**config.mk**
```make
export PLATFORM = sky130hd
export DESIGN_NAME = alu_input_sequencer
export DESIGN_NICKNAME = d
export VERILOG_FILES = /design/src/rtl/alu_input_sequencer.sv
export SDC_FILE = /design/constraint.sdc
export NUM_CORES = 1
export LEC_CHECK = 0
export ABC_AREA = 1
export BUFFER_PORTS_ARGS = -buffer_cell sky130_fd_sc_hd__clkbuf_2
export CORE_MARGIN = 5
export CORE_UTILIZATION = 35
export CTS_CLUSTER_DIAMETER = 40
export DETAILED_ROUTE_END_ITERATION = 10
export PLACE_DENSITY = 0.67
export SETUP_SLACK_MARGIN = 0.4
export SYNTH_ARGS = -nofsm -noshare
export SYNTH_HDL_FRONTEND = slang
export SYNTH_SLANG_ARGS = --single-unit
```
**constraint.sdc**
```tcl
create_clock -name clk -period 1.45 [get_ports clk]
set_input_delay 0.435 -clock clk [delete_from_list [all_inputs] [get_ports clk]]
set_output_delay 0.435 -clock clk [all_outputs]
set_load 0.05 [all_outputs]
```
**src/rtl/alu_input_sequencer.sv**
```systemverilog
// alu_input_sequencer
// Control stage in front of the registered 16-bit ALU. Converts raw button
// presses plus switch data into single-cycle load strobes and a registered
// data bus, in the fixed order A -> B -> OpCode -> result update.
//
// Optional feature macro: ALU_SEQ_DEBOUNCE_EN
//   defined   : each synchronised button passes through a stable-level
//               debouncer of DEBOUNCE_CYCLES cycles before edge detection.
//   undefined : synchronised level feeds the edge detector directly.
//
// Ports:
//   clk        in   system clock, posedge
//   reset      in   asynchronous active-high reset
//   enter_btn  in   raw "accept" button
//   back_btn   in   raw "previous step" button
//   data_sw    in   [N-1:0] raw switch value
//   data_out   out  [N-1:0] registered capture of data_sw (ALU data_in)
//   load_A     out  1-cycle strobe, data_out holds operand A
//   load_B     out  1-cycle strobe, data_out holds operand B
//   load_Op    out  1-cycle strobe, data_out[1:0] holds OpCode
//   updateRes  out  1-cycle strobe, ALU captures result and flags
//   step       out  [2:0] one-hot LED position (001 A, 010 B, 100 Op, 000 else)
//   busy       out  high while in UPDATE
//
// Handshake: there is no back-pressure. Each strobe is a single-cycle
// valid pulse, qualified by data_out in the same cycle; the ALU is assumed
// always ready to capture.
module alu_input_sequencer #(
    parameter int N               = 16,
    parameter int DEBOUNCE_CYCLES = 500000
) (
    input  logic         clk,
    input  logic         reset,
    input  logic         enter_btn,
    input  logic         back_btn,
    input  logic [N-1:0] data_sw,
    output logic [N-1:0] data_out,
    output logic         load_A,
    output logic         load_B,
    output logic         load_Op,
    output logic         updateRes,
    output logic [2:0]   step,
    output logic         busy
);

    localparam logic [2:0] ST_WAIT_A  = 3'd0;
    localparam logic [2:0] ST_WAIT_B  = 3'd1;
    localparam logic [2:0] ST_WAIT_OP = 3'd2;
    localparam logic [2:0] ST_UPDATE  = 3'd3;
    localparam logic [2:0] ST_SHOW    = 3'd4;

    // A non-positive debounce length is meaningless; this empty block only
    // makes such a configuration visible in the elaborated hierarchy.
    if (DEBOUNCE_CYCLES < 1) begin : g_invalid_debounce_cycles
    end

    // ---------------- 2-flop synchronisers ----------------
    logic enter_s1_q, enter_s2_q, back_s1_q, back_s2_q;
    logic enter_s1_d, enter_s2_d, back_s1_d, back_s2_d;

    always_comb begin
        enter_s1_d = enter_btn;
        enter_s2_d = enter_s1_q;
        back_s1_d  = back_btn;
        back_s2_d  = back_s1_q;
    end

    always_ff @(posedge clk or posedge reset) begin
        if (reset) begin
            enter_s1_q <= 1'b0;
            enter_s2_q <= 1'b0;
            back_s1_q  <= 1'b0;
            back_s2_q  <= 1'b0;
        end else begin
            enter_s1_q <= enter_s1_d;
            enter_s2_q <= enter_s2_d;
            back_s1_q  <= back_s1_d;
            back_s2_q  <= back_s2_d;
        end
    end

    // ---------------- optional debouncer ----------------
    logic enter_lvl, back_lvl;

`ifdef ALU_SEQ_DEBOUNCE_EN
    localparam int CW = $clog2(DEBOUNCE_CYCLES + 1);
    localparam logic [CW-1:0] CNT_LAST = CW'(DEBOUNCE_CYCLES - 1);

    logic          enter_db_q, enter_db_d, back_db_q, back_db_d;
    logic [CW-1:0] enter_cnt_q, enter_cnt_d, back_cnt_q, back_cnt_d;

    // The accepted level flips only after DEBOUNCE_CYCLES consecutive cycles
    // of disagreement; any cycle of agreement (a bounce) restarts the count.
    always_comb begin
        enter_db_d  = enter_db_q;
        enter_cnt_d = '0;
        if (enter_s2_q != enter_db_q) begin
            if (enter_cnt_q == CNT_LAST) begin
                enter_db_d = enter_s2_q;
            end else begin
                enter_cnt_d = enter_cnt_q + 1'b1;
            end
        end
        back_db_d  = back_db_q;
        back_cnt_d = '0;
        if (back_s2_q != back_db_q) begin
            if (back_cnt_q == CNT_LAST) begin
                back_db_d = back_s2_q;
            end else begin
                back_cnt_d = back_cnt_q + 1'b1;
            end
        end
    end

    always_ff @(posedge clk or posedge reset) begin
        if (reset) begin
            enter_db_q  <= 1'b0;
            enter_cnt_q <= '0;
            back_db_q   <= 1'b0;
            back_cnt_q  <= '0;
        end else begin
            enter_db_q  <= enter_db_d;
            enter_cnt_q <= enter_cnt_d;
            back_db_q   <= back_db_d;
            back_cnt_q  <= back_cnt_d;
        end
    end

    assign enter_lvl = enter_db_q;
    assign back_lvl  = back_db_q;
`else
    assign enter_lvl = enter_s2_q;
    assign back_lvl  = back_s2_q;
`endif

    // ---------------- rising-edge detectors ----------------
    logic enter_prev_q, enter_prev_d, back_prev_q, back_prev_d;
    logic enter_evt, back_evt;

    always_comb begin
        enter_prev_d = enter_lvl;
        back_prev_d  = back_lvl;
    end

    assign enter_evt = enter_lvl & ~enter_prev_q;
    assign back_evt  = back_lvl & ~back_prev_q;

    always_ff @(posedge clk or posedge reset) begin
        if (reset) begin
            enter_prev_q <= 1'b0;
            back_prev_q  <= 1'b0;
        end else begin
            enter_prev_q <= enter_prev_d;
            back_prev_q  <= back_prev_d;
        end
    end

    // ---------------- sequencing FSM ----------------
    logic [2:0]   state_q, state_d;
    logic [N-1:0] data_out_q, data_out_d;
    logic         load_a_q, load_a_d, load_b_q, load_b_d;
    logic         load_op_q, load_op_d, update_res_q, update_res_d;
    logic         busy_q, busy_d;

    // Enter is tested first in every state, so a simultaneous back is dropped.
    always_comb begin
        state_d      = state_q;
        data_out_d   = data_out_q;
        load_a_d     = 1'b0;
        load_b_d     = 1'b0;
        load_op_d    = 1'b0;
        update_res_d = 1'b0;
        case (state_q)
            ST_WAIT_A: begin
                if (enter_evt) begin
                    data_out_d = data_sw;
                    load_a_d   = 1'b1;
                    state_d    = ST_WAIT_B;
                end
            end
            ST_WAIT_B: begin
                if (enter_evt) begin
                    data_out_d = data_sw;
                    load_b_d   = 1'b1;
                    state_d    = ST_WAIT_OP;
                end else if (back_evt) begin
                    state_d = ST_WAIT_A;
                end
            end
            ST_WAIT_OP: begin
                if (enter_evt) begin
                    data_out_d = data_sw;
                    load_op_d  = 1'b1;
                    state_d    = ST_UPDATE;
                end else if (back_evt) begin
                    state_d = ST_WAIT_B;
                end
            end
            // One cycle after load_Op so the ALU's OpCode register is already
            // valid when it captures the result; events here are ignored.
            ST_UPDATE: begin
                update_res_d = 1'b1;
                state_d      = ST_SHOW;
            end
            ST_SHOW: begin
                if (enter_evt) begin
                    state_d = ST_WAIT_A;
                end else if (back_evt) begin
                    state_d = ST_WAIT_OP;
                end
            end
            default: state_d = ST_WAIT_A;
        endcase
        busy_d = (state_d == ST_UPDATE);
    end

    always_ff @(posedge clk or posedge reset) begin
        if (reset) begin
            state_q      <= ST_WAIT_A;
            data_out_q   <= '0;
            load_a_q     <= 1'b0;
            load_b_q     <= 1'b0;
            load_op_q    <= 1'b0;
            update_res_q <= 1'b0;
            busy_q       <= 1'b0;
        end else begin
            state_q      <= state_d;
            data_out_q   <= data_out_d;
            load_a_q     <= load_a_d;
            load_b_q     <= load_b_d;
            load_op_q    <= load_op_d;
            update_res_q <= update_res_d;
            busy_q       <= busy_d;
        end
    end

    always_comb begin
        case (state_q)
            ST_WAIT_A:  step = 3'b001;
            ST_WAIT_B:  step = 3'b010;
            ST_WAIT_OP: step = 3'b100;
            default:    step = 3'b000;
        endcase
    end

    assign data_out  = data_out_q;
    assign load_A    = load_a_q;
    assign load_B    = load_b_q;
    assign load_Op   = load_op_q;
    assign updateRes = update_res_q;
    assign busy      = busy_q;

endmodule
```
==> results.json, run 1 <==
{
  "die_h_um": 67.8,
  "rsz0062_at_grt": "yes",
  "clk_pin_slew_worst_paths_ps": 100,
  "hpwlAfterDp_mm": 1.96,
  "finalWirelength_mm": 3.51,
  "grtUsageTotal_pct": 16.1,
  "r2r_end": "data_out[12]",
  "dpl_cell_area_um2": 1510,
  "critPathMaxFanout": 5,
  "vias": 1092,
  "cp-endpoint": "step[1]",
  "r2r_slack_ps": 60,
  "ioPinCount": 44,
  "synthCells": 119,
  "cp.arrival_ps": 1280,
  "violations": "setup timing",
  "setup_viol": 3,
  "worstSetupPathType": "flop to output pin",
  "core_area_um2": 3280,
  "hold_viol": 0,
  "antenna_found_initial": 0,
  "period_needed_ps": 1720,
  "grt_max_degree": 27,
  "clock-sinks": 30,
  "wire_per_inst_um": 14.8,
  "cts_root_buf": "clkbuf_4",
  "async_flop_share_pct": 100,
  "gr-usage-met3_pct": 3.61,
  "rr_worst_depth": 7,
  "gp_congestion": 0.852,
  "status": "finished with violations",
  "finalCritPeriodShare_pct": 118,
  "tns_ps": -754,
  "placedCellCount": 211,
  "max_cap_violations": 0,
  "use_met2_pct": 27.9,
  "finalWorstSetupSlack_ps": -265,
  "final_common_cell": "nand2_1",
  "busiest_layer": "met2",
  "grt_pass1_vias": 1136,
  "worstPathRequired_ps": 1020,
  "syn-cell-area_um2": 1170,
  "syn_to_final_growth_pct": 81.0,
  "drtPass1Iterations": 4,
  "detail-route-antenna-nets": 0,
  "ys_seq_area_share_pct": 64.2,
  "dieWidth_um": 67.8,
  "via_per_inst": 4.61,
  "ir_worst_vdd_uv": 1000,
  "fmax_mhz": 583,
  "n_antenna_cell": 0,
  "fin_area_um2": 2120,
  "met1_usage_pct": 18.2,
  "final_cell_mix": "nand2_1, dfrtp_1, buf_8",
  "power.leakage_nw": 1.05,
  "clk_path_buf_depth": 2,
  "start_kind": "flop",
  "finalNonFillerCells": 237,
  "min_path_type": "primary input to asynchronous set/reset pin",
  "nets": 210,
  "synth_cell_types": 16,
  "p_per_area_nw_per_um2": 2010,
  "ys_seq_elements": 30,
  "yosys_warnings": 0,
  "crit_start": "state_q[2]",
  "drc": 0,
  "dieArea_um2": 4600,
  "cts_buffers": 5,
  "rows": 21,
  "synth-main-ff-cell": "dfrtp_1",
  "slew_viol_final": 0,
  "tightest_slew_ps": 312,
  "syn_avg_cell_area_um2": 9.83,
  "portBuffers": 43,
  "htreeDepth": 2,
  "maxSlewHeadroom_pct": 79.1,
  "first_iter_violations": 99,
  "insertion_delay_ps": 330,
  "skew_ps": 13.6,
  "grt_overflow": 0,
  "fin_worst_hold_slack_ps": 39.3,
  "end_kind": "output pin",
  "synthesis.nets": 139,
  "synth-edff-count": 0,
  "tritoncts": "yes",
  "grt_pass1_wl_mm": 5.33,
  "r2r-start": "state_q[1]",
  "start_util_pct": 35.6,
  "drive_gt1_share_pct": 53.4
}
-- Yosys cell counts (2+ instances only) --
cell type	number	area, um^2
buf_6	2	22.5
dfrtp_1	30	751
inv_1	7	26.3
nand2_1	42	158
nand2_4	2	22.5
nand3_1	3	15.0
nand4_1	3	18.8
nor2_1	7	26.3
o21ai_0	14	70.1
o21ai_1	3	15.0
-- layout make-up --
type / instances / area, um^2
clock buffers: 8 / 78.8
fillers: 240 / 1170
flip-flops and latches: 30 / 754
well taps: 46 / 57.6
repair buffers: 65 / 694
multi-input cells: 80 / 490
inverters: 8 / 41.3
-- state kept, by name (all words and copies together) (netlist names) --
signal / count
load_B: 1
load_A: 1
enter_lvl: 1
back_prev_q: 1
state_q: 3
back_lvl: 1
back_s1_q: 1
busy: 1
enter_prev_q: 1
load_Op: 1
enter_s1_q: 1
data_out: 16
updateRes: 1
-- routing by layer --
metal	part of all wire, %	vias to the layer above
li1	-	521
met1	37	529
met2	56	36
met3	4.8	6
met4	2.0	0
met5	0	-
-- critical path, cell delays in order, from the launching register on --
cell	delay, ps
dfrtp_2	480
nor2_4	150
nand2_2	90
clkinvlp_4	90
clkbuf_16	150
-- stage by stage --
| stage | power [W] | setup slack, ps | util, % |
|---|---|---|---|
| 2_1_floorplan | 0.00226 | 100 | - |
| 3_5_place_dp | 0.00266 | -17.2 | 45.9 |
| 5_1_grt | 0.00446 | -335 | 64.5 |
| 4_1_cts | 0.00396 | -227 | 61.0 |
| 3_3_place_gp | 0.00263 | 31.2 | 45.9 |
| 6_report | 0.00425 | -265 | 64.5 |
-- where the power goes --
part | switching (W) | internal (W)
clock | 0.000279 | 0.000331
combinational | 0.00132 | 0.00108
sequential | 0.000210 | 0.00103
-- how the worst min path moves through the flow --
stage	end	slack (ps)
2_1_floorplan	back_lvl	330
3_3_place_gp	back_lvl	330
3_5_place_dp	back_lvl	330
4_1_cts	data_out[11]	50
5_1_grt	data_out[11]	50
6_report	data_out[11]	40
-- repair_timing --
item,CTS,global route
hold buffers,0,0
pin swaps,9,7
setup buffers,10,5
setup endpoints to repair,42,47
endpoints found under the hold margin,0,0
resized for setup,66,40
cloned,3,0
-- cells by family (layout without fill, tap and decap cells) --
family | after synthesis | after routing | synth area share, %
buf+inv | 12 | 81 | 5.35
simple gates | 60 | 63 | 23.2
flops | 30 | 30 | 64.2
compound gates | 17 | 17 | 7.27
Note: power is estimated with default switching activity, not from simulation.
==> run 2, diff against run 1 <==
Settings changed: CELL_PAD_IN_SITES_DETAIL_PLACEMENT from default to 1, CELL_PAD_IN_SITES_GLOBAL_PLACEMENT from default to 2, CORE_ASPECT_RATIO from default to 0.5, CORE_UTILIZATION 35 to 27, PLACE_DENSITY 0.67 to 0.82.
==> run 2 against run 1 <==
Against the previous run:
- the flow still finishes with violations (setup timing)
- sequential share of layout area up 0.11 points
- core utilization shrank 12 points
- cell count grew 3.0%
- non-clock buffer count fell by 1
- clock power up 13%
- sequential cell count stayed put
- worst setup slack improved by 74 ps
- die area increased by 27%
- global-route usage down 2.8 points
- combinational power grew 2%
- critical path depth unchanged
- cell area down 0.30%
- critical endpoint unchanged
==> results.json, run 2 (same netlist as run 1, synthesis figures left out) <==
{
  "status": "finished with violations",
  "violations": "setup timing",
  "rr_worst_depth": 8,
  "clkPwrFrac_pct": 15.8,
  "hold_viol": 0,
  "start_kind": "flop",
  "cts_buffers": 5,
  "grt_max_degree": 27,
  "maxSlewHeadroom_pct": 79.7,
  "portBuffers": 43,
  "multi_input_area_um2": 488,
  "start_util_pct": 28.9,
  "power.internal_w": 0.00250,
  "grt_pass1_vias": 1195,
  "final_common_cell": "nand2_1",
  "clk_path_buf_depth": 2,
  "ioPinCount": 44,
  "core_area_um2": 4040,
  "via_per_inst": 4.43,
  "rows": 16,
  "dieArea_um2": 5830,
  "r2r-start": "state_q[1]",
  "wire_per_inst_um": 15.7,
  "grt_overflow": 0,
  "p_sw_share_pct": 43.0,
  "max_cap_violations": 0,
  "vias": 1080,
  "syn_to_final_growth_pct": 80.4,
  "drtPass1Iterations": 4,
  "first_iter_violations": 25,
  "drive_gt1_share_pct": 50.5,
  "cp-endpoint": "step[1]",
  "dieWidth_um": 103,
  "finalWorstSetupSlack_ps": -191,
  "period_needed_ps": 1640,
  "fillers": 462,
  "ir_worst_vdd_uv": 521,
  "fmax_mhz": 609,
  "detail-route-antenna-nets": 0,
  "antenna_found_initial": 0,
  "setup_viol": 4,
  "n_antenna_cell": 0,
  "insertion_delay_ps": 280,
  "p_comb_share_pct": 55.9,
  "drc": 0,
  "place_ws_ps": 34.6,
  "r2r_slack_ps": -10,
  "critPathMaxFanout": 4,
  "htreeDepth": 2,
  "finalNonFillerCells": 244,
  "cp.arrival_ps": 1210,
  "nets": 209,
  "postCtsHoldBufs": 0,
  "worstSetupPathType": "flop to output pin",
  "tightest_slew_ps": 304,
  "rsz0062_at_grt": "yes",
  "grtUsageTotal_pct": 13.4,
  "final_cell_mix": "nand2_1, dfrtp_1, buf_8",
  "skew_ps": 9.16,
  "clk_pin_slew_worst_paths_ps": 70,
  "p_seq_share_pct": 28.4,
  "hpwlAfterDp_mm": 2.12,
  "r2r_end": "state_q[0]",
  "end_kind": "output pin",
  "min_path_type": "primary input to asynchronous set/reset pin",
  "largest_reg_flops": 16,
  "die_h_um": 56.5,
  "placedCellCount": 214,
  "cts_root_buf": "clkbuf_8",
  "power.leakage_nw": 1.04,
  "clock-sinks": 30,
  "tritoncts": "yes",
  "p_sw_w": 0.00189,
  "finalWirelength_mm": 3.83,
  "gp_congestion": 0.713,
  "finalCritPeriodShare_pct": 113,
  "register_area_um2": 754,
  "worstPathRequired_ps": 1020,
  "crit_start": "state_q[1]",
  "grt_pass1_wl_mm": 5.96,
  "p_per_area_nw_per_um2": 2080,
  "slew_viol_final": 0
}
run 2: final cells by class:
type                       instances  share of cell area, %
sequential                        30                   35.7
timing repair buffer              64                   31.5
multi-input combinational         80                   23.1
clock buffer                       7                   4.09
tap                               54                   3.20
inverter                           8                   2.07
clock inverter                     1                  0.237
run 2: critical path: stages (launching register included):
cell,delay (ps)
dfrtp_2,480
nor2_4,160
nand2_4,70
clkinvlp_4,80
buf_12,130
run 2: worst min-delay path by stage:
stage	end	slack (ps)
after global placement	back_lvl	330
after global routing	load_B	110
final	state_q[0]	100
after floorplan	back_lvl	330
after CTS	state_q[0]	100
after detailed placement	back_lvl	350
run 2: per-stage QoR:
step | setup TNS [ps] | power [W] | hold WS (ps) | utilization, % | instance area, um^2
floorplan | 0 | 0.00226 | 331 | - | 1200
global placement | 0 | 0.00266 | 333 | 37.4 | 1510
detailed placement | 0 | 0.00269 | 346 | 37.4 | 1510
CTS | -441 | 0.00405 | 102 | 48.9 | 1980
global route | -769 | 0.00460 | 112 | 52.2 | 2110
finish | -493 | 0.00438 | 102 | 52.2 | 2110
run 2: metal layers:
| layer | up-vias | part of all wire (%) | global-route usage (%) |
|---|---|---|---|
| met5 | - | 0 | 0 |
| li1 | 523 | - | - |
| met2 | 15 | 55 | 24.7 |
| met1 | 540 | 41 | 14.9 |
| met3 | 2 | 3.3 | 4.20 |
| met4 | 0 | 0.50 | 2.77 |
run 2: what timing repair did:
item / in CTS / in global routing
pin swaps: 6 / 9
setup endpoints to repair: 43 / 45
buffers inserted: 12 / 7
resized for setup: 59 / 37
gates cloned: 2 / 1
run 2: power groups by stage:
| stage | Combinational [W] | Clock, W | Sequential, W |
|---|---|---|---|
| 4_1_cts | 0.00214 | 0.000706 | 0.00120 |
| 3_5_place_dp | 0.00150 | 0 | 0.00119 |
| 5_1_grt | 0.00257 | 0.000763 | 0.00127 |
| 6_report | 0.00245 | 0.000692 | 0.00124 |
| 2_1_floorplan | 0.000550 | 0 | 0.00171 |
| 3_3_place_gp | 0.00149 | 0 | 0.00117 |
==> run 3, diff against run 2 <==
Settings changed: CTS_BUF_LIST from default to sky130_fd_sc_hd__clkbuf_16.
==> run 3 against run 2 <==
Against the previous run:
- the run still ends with setup timing left
- global-route usage grew 0.13 points
- cell area grew 0.12%
- via count shrank 3.0%
- core utilization grew 0.062 points
- largest cell class unchanged
- largest power group unchanged
- highest routed layer unchanged
==> results.json, run 3 (same netlist as run 1, synthesis figures left out) <==
{
  "clk_pin_slew_worst_paths_ps": 50,
  "drive_gt1_share_pct": 48.6,
  "finalWirelength_mm": 3.64,
  "maxSlewHeadroom_pct": 79.3,
  "max_cap_violations": 0,
  "clock-sinks": 30,
  "fmax_mhz": 614,
  "detail-route-antenna-nets": 0,
  "antenna_found_initial": 0,
  "finalWorstSetupSlack_ps": -178,
  "drc": 0,
  "power.leakage_nw": 1.03,
  "critPathTopFamily": "flip-flops",
  "dieWidth_um": 103,
  "period_needed_ps": 1630,
  "insertion_delay_ps": 270,
  "grtUsageTotal_pct": 13.5,
  "critPathSlowestCell": "dfrtp_2",
  "core_area_um2": 4040,
  "tritoncts": "yes",
  "clkPwrFrac_pct": 21.0,
  "nets": 204,
  "critPathMaxFanout": 4,
  "skew_ps": 4.67,
  "portBuffers": 43,
  "slew_viol_final": 0,
  "cp_num_buf_inv": 2,
  "r2r-start": "state_q[1]",
  "clk_path_buf_depth": 2,
  "worstPathRequired_ps": 1020,
  "power.internal_w": 0.00269,
  "cts_buffers": 5,
  "crit_start": "state_q[1]",
  "start_kind": "flop",
  "grt_overflow": 0,
  "p_sw_w": 0.00189,
  "final_common_cell": "nand2_1",
  "grt_max_degree": 27,
  "p_seq_share_pct": 27.2,
  "rows": 16,
  "placedCellCount": 214,
  "final_cell_mix": "nand2_1, dfrtp_1, buf_8",
  "finalCritPeriodShare_pct": 112,
  "status": "finished with violations",
  "dieArea_um2": 5830,
  "cts_root_buf": "clkbuf_16",
  "grt_pass1_vias": 1165,
  "rsz0062_at_grt": "yes",
  "min_path_type": "primary input to asynchronous set/reset pin",
  "grt_pass1_wl_mm": 6.06,
  "p_sw_share_pct": 41.3,
  "ioPinCount": 44,
  "setup_viol": 3,
  "via_per_inst": 4.38,
  "gp_congestion": 0.713,
  "hpwlAfterDp_mm": 2.12,
  "end_kind": "output pin",
  "n_antenna_cell": 0,
  "crit_path_max_incr_delay_ps": 480,
  "vias": 1048,
  "p_per_area_nw_per_um2": 2170,
  "largest_reg_flops": 16,
  "fin_area_um2": 2110,
  "hold_viol": 0,
  "violations": "setup timing",
  "wire_per_inst_um": 15.2,
  "start_util_pct": 28.9,
  "drtPass1Iterations": 4,
  "dpl_cell_area_um2": 1510,
  "first_iter_violations": 23,
  "fin_worst_hold_slack_ps": 123,
  "cp.arrival_ps": 1190,
  "tns_ps": -432,
  "p_comb_share_pct": 51.7,
  "syn_to_final_growth_pct": 80.6,
  "crit_chain": "nor2_4, nand2_4, clkinvlp_4, buf_12",
  "tightest_slew_ps": 310,
  "die_h_um": 56.5,
  "htreeDepth": 2,
  "finalNonFillerCells": 239,
  "ir_worst_vdd_uv": 784,
  "worstSetupPathType": "flop to output pin"
}
==> run 3: cell count changes in the layout (fill, tap and decap cells not counted), moves of 2 or more <==
cell,change
clkbuf_16,+5
nor2_1,-2
o21ai_0,+2
o21ai_2,-2
buf_4,-3
clkbuf_8,-6
==> run 3: final cells by class <==
type,instances,area (um^2)
tap,54,67.6
fill,458,1930
timing repair buffer,60,628
multi-input combinational,79,479
sequential,30,754
clock buffer,5,125
clock inverter,3,12.5
inverter,8,46.3
==> run 3: repair_timing <==
action                     CTS  global route
resized for setup           60            34
cloned                       2             0
buffers inserted            12             3
setup endpoints to repair   43            45
hold buffers                 0             0
pin swaps                    7             7
==> run 3: path summary, 6_finish.rpt <==
check | endpoint | slack [ps] | cells after the start
worst max-delay path | step[1] | -180 | 4
worst min-delay path | state_q[0] | 120 | 2
worst max register to register | state_q[0] | 30 | 8
worst min register to register | enter_lvl | 350 | 0
max in group asynchronous | data_out[3] | 940 | 3
min in group clk | back_s1_q | 280 | 1
==> run 3: metrics by stage <==
step	util (%)	power [W]	setup WS (ps)
4_1_cts	50.1	0.00433	-146
3_5_place_dp	37.4	0.00269	34.6
5_1_grt	52.3	0.00479	-211
3_3_place_gp	37.4	0.00266	67.9
6_report	52.3	0.00458	-178
2_1_floorplan	-	0.00226	100
==> run 3: routing by layer <==
layer	part of all wire (%)	track usage (%)
met5	0	0
met4	0.63	2.21
met3	3.2	4.57
met2	54	23.6
met1	43	16.2
==> run 3: power by group through the flow <==
stage / clock network, W / registers [W] / logic (W)
2_1_floorplan: 0 / 0.00171 / 0.000550
3_3_place_gp: 0 / 0.00117 / 0.00149
3_5_place_dp: 0 / 0.00119 / 0.00150
4_1_cts: 0.000978 / 0.00120 / 0.00215
5_1_grt: 0.00104 / 0.00127 / 0.00249
6_report: 0.000963 / 0.00125 / 0.00237
==> run 3: worst reg2reg max path, delay by kind of cell, from the launching register on <==
| kind | cells | cell delay (ps) |
|---|---|---|
| AND/OR/NAND/NOR | 3 | 240 |
| buffers and inverters | 5 | 590 |
| flip-flops | 1 | 470 |
